**src/rtl/seq_trigger_pkg.sv**
```systemverilog
// Shared types for the sequential trigger monitor.
// Holds the controller state encoding used by the top and its bench.
package seq_trigger_pkg;

    localparam int ST_W = 2;

    typedef enum logic [ST_W-1:0] {
        ST_IDLE  = 2'd0,
        ST_COUNT = 2'd1,
        ST_ARMED = 2'd2,
        ST_FIRE  = 2'd3
    } state_t;

endpackage

```
**src/rtl/trig_cone_ch.sv**
```systemverilog
// One channel of the two-stage registered NAND/NOR cone.
// o_s2 is the stage-2 register; the channel base output is its inverse.
module trig_cone_ch (
    input  logic i_clk,
    input  logic i_rst,
    input  logic i_a,
    input  logic i_b,
    input  logic i_c,
    input  logic i_d,
    output logic o_s2
);

    logic r_dq;
    logic r_s2;
    logic w_n1;
    logic w_n2;
    logic w_n3;

    assign w_n1 = ~(i_a & i_b);
    assign w_n2 = ~(r_dq | i_c);
    assign w_n3 = ~(w_n1 & w_n2);

    always_ff @(posedge i_clk or posedge i_rst) begin
        if (i_rst) begin
            r_dq <= 1'b0;
            r_s2 <= 1'b0;
        end else begin
            r_dq <= i_d;
            r_s2 <= w_n3;
        end
    end

    assign o_s2 = r_s2;

endmodule

```
**src/rtl/seq_trigger_monitor.sv**
```systemverilog
// Multi-channel registered logic cones with a shared rare-event
// counter that arms and then inverts the base outputs for a while.
module seq_trigger_monitor
    import seq_trigger_pkg::*;
#(
    parameter int NCH    = 4,
    parameter int CNT_W  = 8,
    parameter int THRESH = 16,
    parameter int HOLD   = 4,
    parameter int STICKY = 0
) (
    input  logic             I1470_clk,
    input  logic             I1477_rst,
    input  logic [NCH-1:0]   i_a,
    input  logic [NCH-1:0]   i_b,
    input  logic [NCH-1:0]   i_c,
    input  logic [NCH-1:0]   i_d,
    input  logic             i_en,
    input  logic             i_clr,
    output logic [NCH-1:0]   o_base,
    output logic [NCH-1:0]   o_payload,
    output logic             o_trig,
    output logic [CNT_W-1:0] o_count,
    output logic [1:0]       o_state
);

    localparam int HW = $clog2(HOLD + 1);
    localparam logic [CNT_W-1:0] CNT_MAX = '1;
    localparam logic [CNT_W-1:0] THR     = CNT_W'(THRESH);
    localparam logic [HW-1:0]    HOLD_LD = HW'(HOLD - 1);

    logic [NCH-1:0]   w_s2;
    logic             w_ev;
    logic [CNT_W-1:0] w_cnt_inc;

    logic [1:0]       r_vld;
    state_t           r_state;
    logic [CNT_W-1:0] r_count;
    logic [HW-1:0]    r_hold;
    logic             r_trig;

    for (genvar k = 0; k < NCH; k++) begin : g_ch
        trig_cone_ch u_ch (
            .i_clk (I1470_clk),
            .i_rst (I1477_rst),
            .i_a   (i_a[k]),
            .i_b   (i_b[k]),
            .i_c   (i_c[k]),
            .i_d   (i_d[k]),
            .o_s2  (w_s2[k])
        );
    end

    // Rare condition: every channel's base output high on a valid cycle.
    assign w_ev      = i_en & r_vld[1] & ~|w_s2;
    assign w_cnt_inc = (r_count == CNT_MAX) ? r_count : r_count + CNT_W'(1);

    always_ff @(posedge I1470_clk or posedge I1477_rst) begin
        if (I1477_rst) begin
            r_vld   <= 2'b00;
            r_state <= ST_IDLE;
            r_count <= '0;
            r_hold  <= '0;
            r_trig  <= 1'b0;
        end else begin
            r_vld <= {r_vld[0], 1'b1};
            if (i_clr) begin
                r_state <= ST_IDLE;
                r_count <= '0;
                r_hold  <= '0;
                r_trig  <= 1'b0;
            end else begin
                unique case (r_state)
                    ST_IDLE, ST_COUNT: begin
                        if (w_ev) begin
                            r_count <= w_cnt_inc;
                            r_state <= (w_cnt_inc >= THR) ? ST_ARMED : ST_COUNT;
                        end
                    end
                    ST_ARMED: begin
                        if (w_ev) begin
                            r_count <= w_cnt_inc;
                            r_state <= ST_FIRE;
                            r_hold  <= HOLD_LD;
                            r_trig  <= 1'b1;
                        end
                    end
                    ST_FIRE: begin
                        if (r_hold != '0) begin
                            r_hold <= r_hold - HW'(1);
                        end else if (STICKY == 0) begin
                            r_state <= ST_IDLE;
                            r_count <= '0;
                            r_trig  <= 1'b0;
                        end
                    end
                    default: begin
                        r_state <= ST_IDLE;
                        r_trig  <= 1'b0;
                    end
                endcase
            end
        end
    end

    assign o_base    = ~w_s2;
    assign o_payload = o_base ^ {NCH{r_trig}};
    assign o_trig    = r_trig;
    assign o_count   = r_count;
    assign o_state   = r_state;

endmodule

```
**config.mk**
```make
export PLATFORM = sky130hd
export DESIGN_NAME = seq_trigger_monitor
export DESIGN_NICKNAME = d
export VERILOG_FILES = /design/src/rtl/seq_trigger_pkg.sv /design/src/rtl/trig_cone_ch.sv /design/src/rtl/seq_trigger_monitor.sv
export SDC_FILE = /design/constraint.sdc
export NUM_CORES = 1
export LEC_CHECK = 0
export ABC_CLOCK_PERIOD_IN_PS = 2340
export CAP_MARGIN = 20
export CELL_PAD_IN_SITES_DETAIL_PLACEMENT = 0
export CELL_PAD_IN_SITES_GLOBAL_PLACEMENT = 1
export CORE_ASPECT_RATIO = 1.5
export CORE_MARGIN = 2
export CORE_UTILIZATION = 36
export DETAILED_ROUTE_END_ITERATION = 8
export HOLD_SLACK_MARGIN = 0.12
export PLACE_DENSITY_LB_ADDON = 0.2
export SYNTH_ARGS = -nofsm -noshare
export SYNTH_HDL_FRONTEND = slang
export SYNTH_SLANG_ARGS = --single-unit
```
**constraint.sdc**
```tcl
create_clock -name I1470_clk -period 2.34 [get_ports I1470_clk]
set_input_delay 0.468 -clock I1470_clk [delete_from_list [all_inputs] [get_ports I1470_clk]]
set_output_delay 0.468 -clock I1470_clk [all_outputs]
set_load 0.01 [all_outputs]
```
==> metrics.txt, run 1 <==
status complete, no violations; post-cts hold buffer count 0; Antenna Cells 0; Die Area 0.00389 mm2; CTS tree done; min-delay src r_vld[0]; H-tree levels 1; worst setup path class flop to output pin; HP Class flop to flop; Setup crit end kind output pin; Tightest Pin Transition 0.543 ns; Slew Limit Headroom 63.8%; routed len/inst 14.6 um; RSZ-0062 raised after global routing no; flop2flop setup slack 0.55 ns; Ports 39; compound-cell area share of the yosys netlist 23.0%; CP max-delay cell clkdlybuf4s50_1; Detailed Route WL 2950 um; syn avg cell area 9.94 um2; # nets final 186; final hold violations 0; Post-route DRC 0; Placed Instances 198; All-Layer GR Usage 17.6%; main combinational cell family by area after synthesis compound AO/OA/AOI/OAI gates; Hold WS 0.354 ns; Die X 51.6 um; final setup violation count 0; grt total ovfl 0; flops & latches, synth 24; Post-synth EDFFs 0; asr flop ratio synth 100%; synthesized area 0.00122 mm2; initial antenna violation count 0; # Post-CTS Setup Buffers 0; Final Cycle Share 84.4%; synthesis warning total 0; Max IR drop VDD 0.366 mV; Final ANT Viol Nets 0; vias per cell 5.43; WL met1 1170 um; Worst path max stage delay 0.56 ns; Worst Path Required 1.87 ns; number of core rows 25; Max Clk Rate 506 MHz; Post-Synth Adder-Cell Area 3.07%; cell count after synthesis 123; CTS Buf Count 3; RePlAce Congestion 0.778; Lkg Pwr 0.688 nW; Tmin final 1.97 ns; post-synthesis mux area share 0%; post-synthesis xor/xnor area fraction 2.87%; Power Density 513 mW/mm2; sequential area share after synthesis 49.1%; Root Buffer clkbuf_8; max_cap viols 0; WL met3 91 um; via count 1097; Synth Flop Type dfrtp_1; Worst Path Max Fanout 7; port bufs 38; Post-Synth Simple-Gate Area 14.9%; WHS Path Cells 0; utilization after layout 53.3%; HPWL after DPL 2210 um; vias in the first global route 1162; first-pass GRT wire length 5090 um; layout cell share with drive strength beyond 1 5.56%; syn nets 146; top layer reached by signal wires met4; CTS clock-pin slew for the worst setup and hold paths 0.09 ns; Gates resized, CTS repair 0; DR pass1 iterations 4; met2 routed WL 1630 um; Reg2Reg Depth 4; setup ws final 0.365 ns; clk_lat worst skew 0.27 ns; area grow syn2layout 39.0%; setup TNS 0 ns; r2r startpoint g_ch[2].u_ch.o_s2; core box area 0.00319 mm2; pre-CTS WS 0.295 ns; clk sinks 24; pin count of the biggest net entering global routing 25; Worst Hold End r_vld[1]; CTS max path bufs 2; 1st-iter DRT viols 37; Clock Skews 0.00341 ns; worst path cell trace xnor2_1, clkdlybuf4s50_1; Starting Density 38.3%; final std cells w/o fill 202; r2r endpoint o_count[3]; critical path startpoint category flop; Synth cell types 36; die height 75.4 um; Worst Path Arrival 1.51 ns; fin. max-slew vios 0
-- registers in the layout, indices dropped and copies added, names as in the netlist --
register,cells
g_ch.u_ch.o_s2,4
o_state,2
r_vld,2
r_hold,3
o_trig,1
o_count,8
g_ch.u_ch.r_dq,4
-- stage by stage --
| step | instance area (um2) | total power, W |
|---|---|---|
| floorplan | 1220 | 0.000459 |
| global placement | 1630 | 0.000515 |
| detailed placement | 1630 | 0.000517 |
| CTS | 1700 | 0.000887 |
| global route | 1700 | 0.000909 |
| finish | 1700 | 0.000872 |
-- routing by layer --
layer,global-route usage [%],up-vias
met5,0,-
met4,8.48,0
met3,2.16,5
met2,34.3,25
met1,18.2,545
li1,-,522
-- synth_stat cells, drive strengths merged (3+ instances only) --
master,count,share of area (%)
a211o,4,2.9
dfrtp,24,49
a21oi,13,5.3
nand3,7,2.9
o21ai,9,3.7
nor2,5,1.5
nand2,8,2.5
inv,11,3.4
a31oi,6,3.1
xnor2,4,2.9
buf,3,2.6
ha,3,3.1
-- cell usage in the layout, fill, tap and decap left out, types with 2 or more instances in the layout --
cell and n:
o21ai_0 9, ha_1 3, inv_1 11, dfrtp_1 24
nand3_1 7, a221oi_1 2, nand2_1 8, a41oi_1 2
a21oi_1 13, buf_4 2, a31oi_1 6, xnor2_1 4
clkdlybuf4s50_1 38, o31ai_1 2, clkbuf_8 3, a211o_1 4
nor2_1 5, nand4_1 2
-- how the worst max path moves through the flow --
stage,start,to,slack [ns],cells past startpoint
finish,o_trig,o_payload[0],0.37,2
CTS,o_trig,o_payload[0],0.33,2
detailed placement,i_en,o_count[3],0.29,5
global route,o_trig,o_payload[1],0.29,2
global placement,i_en,o_count[3],0.32,5
floorplan,o_count[1],o_count[3],0.88,5
-- critical path: cells and delay by family (launching register included) --
| family | cells | cell delay [ns] |
|---|---|---|
| XOR/XNOR | 1 | 0.20 |
| buffers and inverters | 1 | 0.56 |
| flip-flops | 1 | 0.48 |
-- where the power goes --
| part | leakage (nW) | internal (W) | switching [W] |
|---|---|---|---|
| Clock | 0.0357 | 0.000229 | 0.000137 |
| Combinational | 0.347 | 0.0000491 | 0.0000274 |
| Sequential | 0.305 | 0.000423 | 0.00000694 |
-- kinds of logic after synthesis --
kind of cell / after synthesis
AOI/OAI and AO/OA: 44
other: 1
and+or+nand+nor: 31
adders and majority gates: 3
DFF: 24
xor gates and xnor gates: 4
buffers and inverters: 16
-- cell type report --
cell class	instances	area (um2)
Clock buffer	3	41.3
Clock inverter	1	30.0
Fill cell	314	1490
Inverter	11	41.3
Multi-Input combinational cell	83	541
Sequential cell	24	601
Tap cell	40	50.0
Timing Repair Buffer	40	395
No activity file was read; power rests on OpenSTA's default activity.
==> run 2: changes to the inputs <==
--- a/config.mk
+++ b/config.mk
@@ -5,13 +5,13 @@
 export SDC_FILE = /design/constraint.sdc
 export NUM_CORES = 1
 export LEC_CHECK = 0
-export ABC_CLOCK_PERIOD_IN_PS = 2340
+export ABC_CLOCK_PERIOD_IN_PS = 2100
 export CAP_MARGIN = 20
 export CELL_PAD_IN_SITES_DETAIL_PLACEMENT = 0
 export CELL_PAD_IN_SITES_GLOBAL_PLACEMENT = 1
 export CORE_ASPECT_RATIO = 1.5
 export CORE_MARGIN = 2
-export CORE_UTILIZATION = 36
+export CORE_UTILIZATION = 34
 export DETAILED_ROUTE_END_ITERATION = 8
 export HOLD_SLACK_MARGIN = 0.12
 export PLACE_DENSITY_LB_ADDON = 0.2
==> constraint.sdc (replaced) <==
create_clock -name I1470_clk -period 2.1 [get_ports I1470_clk]
set_input_delay 0.42 -clock I1470_clk [delete_from_list [all_inputs] [get_ports I1470_clk]]
set_output_delay 0.42 -clock I1470_clk [all_outputs]
set_load 0.01 [all_outputs]
==> run 2 against run 1 <==
Net effect: power up 0.46%; clock power down 14%; wire length about the same; largest power group unchanged; die area up 5.5%; setup slack worse by 0.21 ns; non-clock buffer count unchanged; critical endpoint is now o_payload[2].
==> metrics.txt, run 2 (synthesis gave the netlist of run 1 again) <==
Gates resized, CTS repair 0 (unchanged); post-cts hold buffer count 0 (unchanged); final hold violations 0 (unchanged); vias in the first global route 1085 (-6.6%); Crit path buffers/inverters 1 (unchanged); 1st-iter DRT viols 34 (-8.1%); Detailed Route WL 2950 um (about the same); Die Area 0.00410 mm2 (+5.5%); Max Clk Rate 515 MHz; Worst Path Arrival 1.52 ns (about the same); clk_lat worst skew 0.26 ns (about the same); Lkg Pwr 0.682 nW (-0.91%); area grow syn2layout 37.9%; fin. max-slew vios 0 (unchanged); setup TNS 0 ns (unchanged); final setup violation count 0 (unchanged); status complete, no violations; core box area 0.00342 mm2 (+7.1%); Root Buffer clkbuf_8; first-pass GRT wire length 4840 um (-5.0%); Max IR drop VDD 0.266 mV (-27%); vias per cell 5.42 (-0.17%); Antenna Cells 0 (unchanged); worst setup path class flop to output pin; initial antenna violation count 0 (unchanged); # Post-CTS Setup Buffers 0 (unchanged); H-tree levels 1 (unchanged); port bufs 38 (unchanged); worst path cell trace xnor2_1, clkdlybuf4s50_1; CP max-delay cell clkdlybuf4s50_1; CP top delay family buffers and inverters; max reg flops 8 (unchanged); die height 77.4 um (+2.7%); routed len/inst 14.4 um (-0.91%); max_cap viols 0 (unchanged); critical path startpoint category flop; Ports 39 (unchanged); Final Cycle Share 92.5%; commonest non-fill, non-tap cell in the layout clkdlybuf4s50_1; HP Class flop to flop; CTS clock-pin slew for the worst setup and hold paths 0.09 ns (about the same); grt total ovfl 0 (unchanged); pin count of the biggest net entering global routing 17 (-32%); Worst path max stage delay 0.57 ns (about the same); Post-route DRC 0 (unchanged); Hold WS 0.357 ns (+0.00355 ns); number of core rows 26 (+4.0%); clk sinks 24 (unchanged); via count 1106 (+0.82%); Clock Skews 0.00482 ns (+0.00140 ns); HPWL after DPL 2240 um (+1.2%); Tmin final 1.94 ns; Starting Density 35.8% (-2.5 points); CTS max path bufs 2 (unchanged); register area 601 um2 (unchanged); RePlAce Congestion 0.786 (+1.0%); RSZ-0062 raised after global routing no; Worst Path Required 1.68 ns (-0.19 ns); DR pass1 iterations 4 (unchanged); All-Layer GR Usage 15.6% (-1.9 points); FILL cells 340 (+8.3%); Die X 53.0 um (+2.7%); CTS tree done; Final ANT Viol Nets 0 (unchanged); Power Density 520 mW/mm2 (+1.3%); area of the multi-input gates 541 um2 (unchanged); Setup crit end kind output pin; Worst Path Max Fanout 7 (unchanged); CTS Buf Count 3 (unchanged); most frequent cells in the layout clkdlybuf4s50_1, dfrtp_1, a21oi_1; layout cell share with drive strength beyond 1 5.56% (unchanged); # nets final 186 (unchanged)
[run 2: routing by layer]
layer | track usage (%) | up-vias | share of wire [%]
met4 | 6.92 | 0 | 1.3
met5 | 0 | - | 0
met1 | 18.7 | 543 | 39
li1 | - | 524 | -
met2 | 27.1 | 35 | 55
met3 | 1.73 | 4 | 4.3
[run 2: stage by stage]
step	utilization (%)	cells	setup slack (ns)	area, um2	power [W]
2_1_floorplan	-	123	0.640	1220	0.000512
3_3_place_gp	47.7	200	0.288	1630	0.000573
3_5_place_dp	47.7	200	0.288	1630	0.000575
4_1_cts	49.3	204	0.121	1690	0.000891
5_1_grt	49.3	204	0.0453	1690	0.000920
6_report	49.3	204	0.157	1690	0.000876
[run 2: worst register-to-register path, stage by stage, from the launching register on]
cell	delay, ns
dfrtp_1	0.43
ha_1	0.32
nand4_1	0.21
or2_2	0.38
a21oi_1	0.14
a31oi_1	0.06
[run 2: report_power, final]
group | switching [W] | leakage (nW) | total [W] | internal, W
combinational | 0.0000307 | 0.348 | 0.0000842 | 0.0000535
clock | 0.000146 | 0.0288 | 0.000313 | 0.000167
sequential | 0.00000786 | 0.305 | 0.000479 | 0.000472
[run 2: cell type report]
cell class,instances,area share (%)
Sequential cell,24,35.6
Timing Repair Buffer,40,23.5
Multi-Input combinational cell,83,32.1
Inverter,11,2.45
Tap cell,42,3.12
Clock buffer,4,3.27
[run 2: worst paths after layout]
path,cells after the start,endpoint,slack (ns),startpoint
min,0,r_vld[1],0.36,r_vld[0]
max in group asynchronous,3,o_count[4],1.15,I1477_rst
max reg2reg,5,o_count[0],0.44,o_count[1]
max,2,o_payload[2],0.16,o_trig
min in group asynchronous,2,g_ch[0].u_ch.r_dq,0.42,I1477_rst
min reg2reg,0,r_vld[1],0.36,r_vld[0]
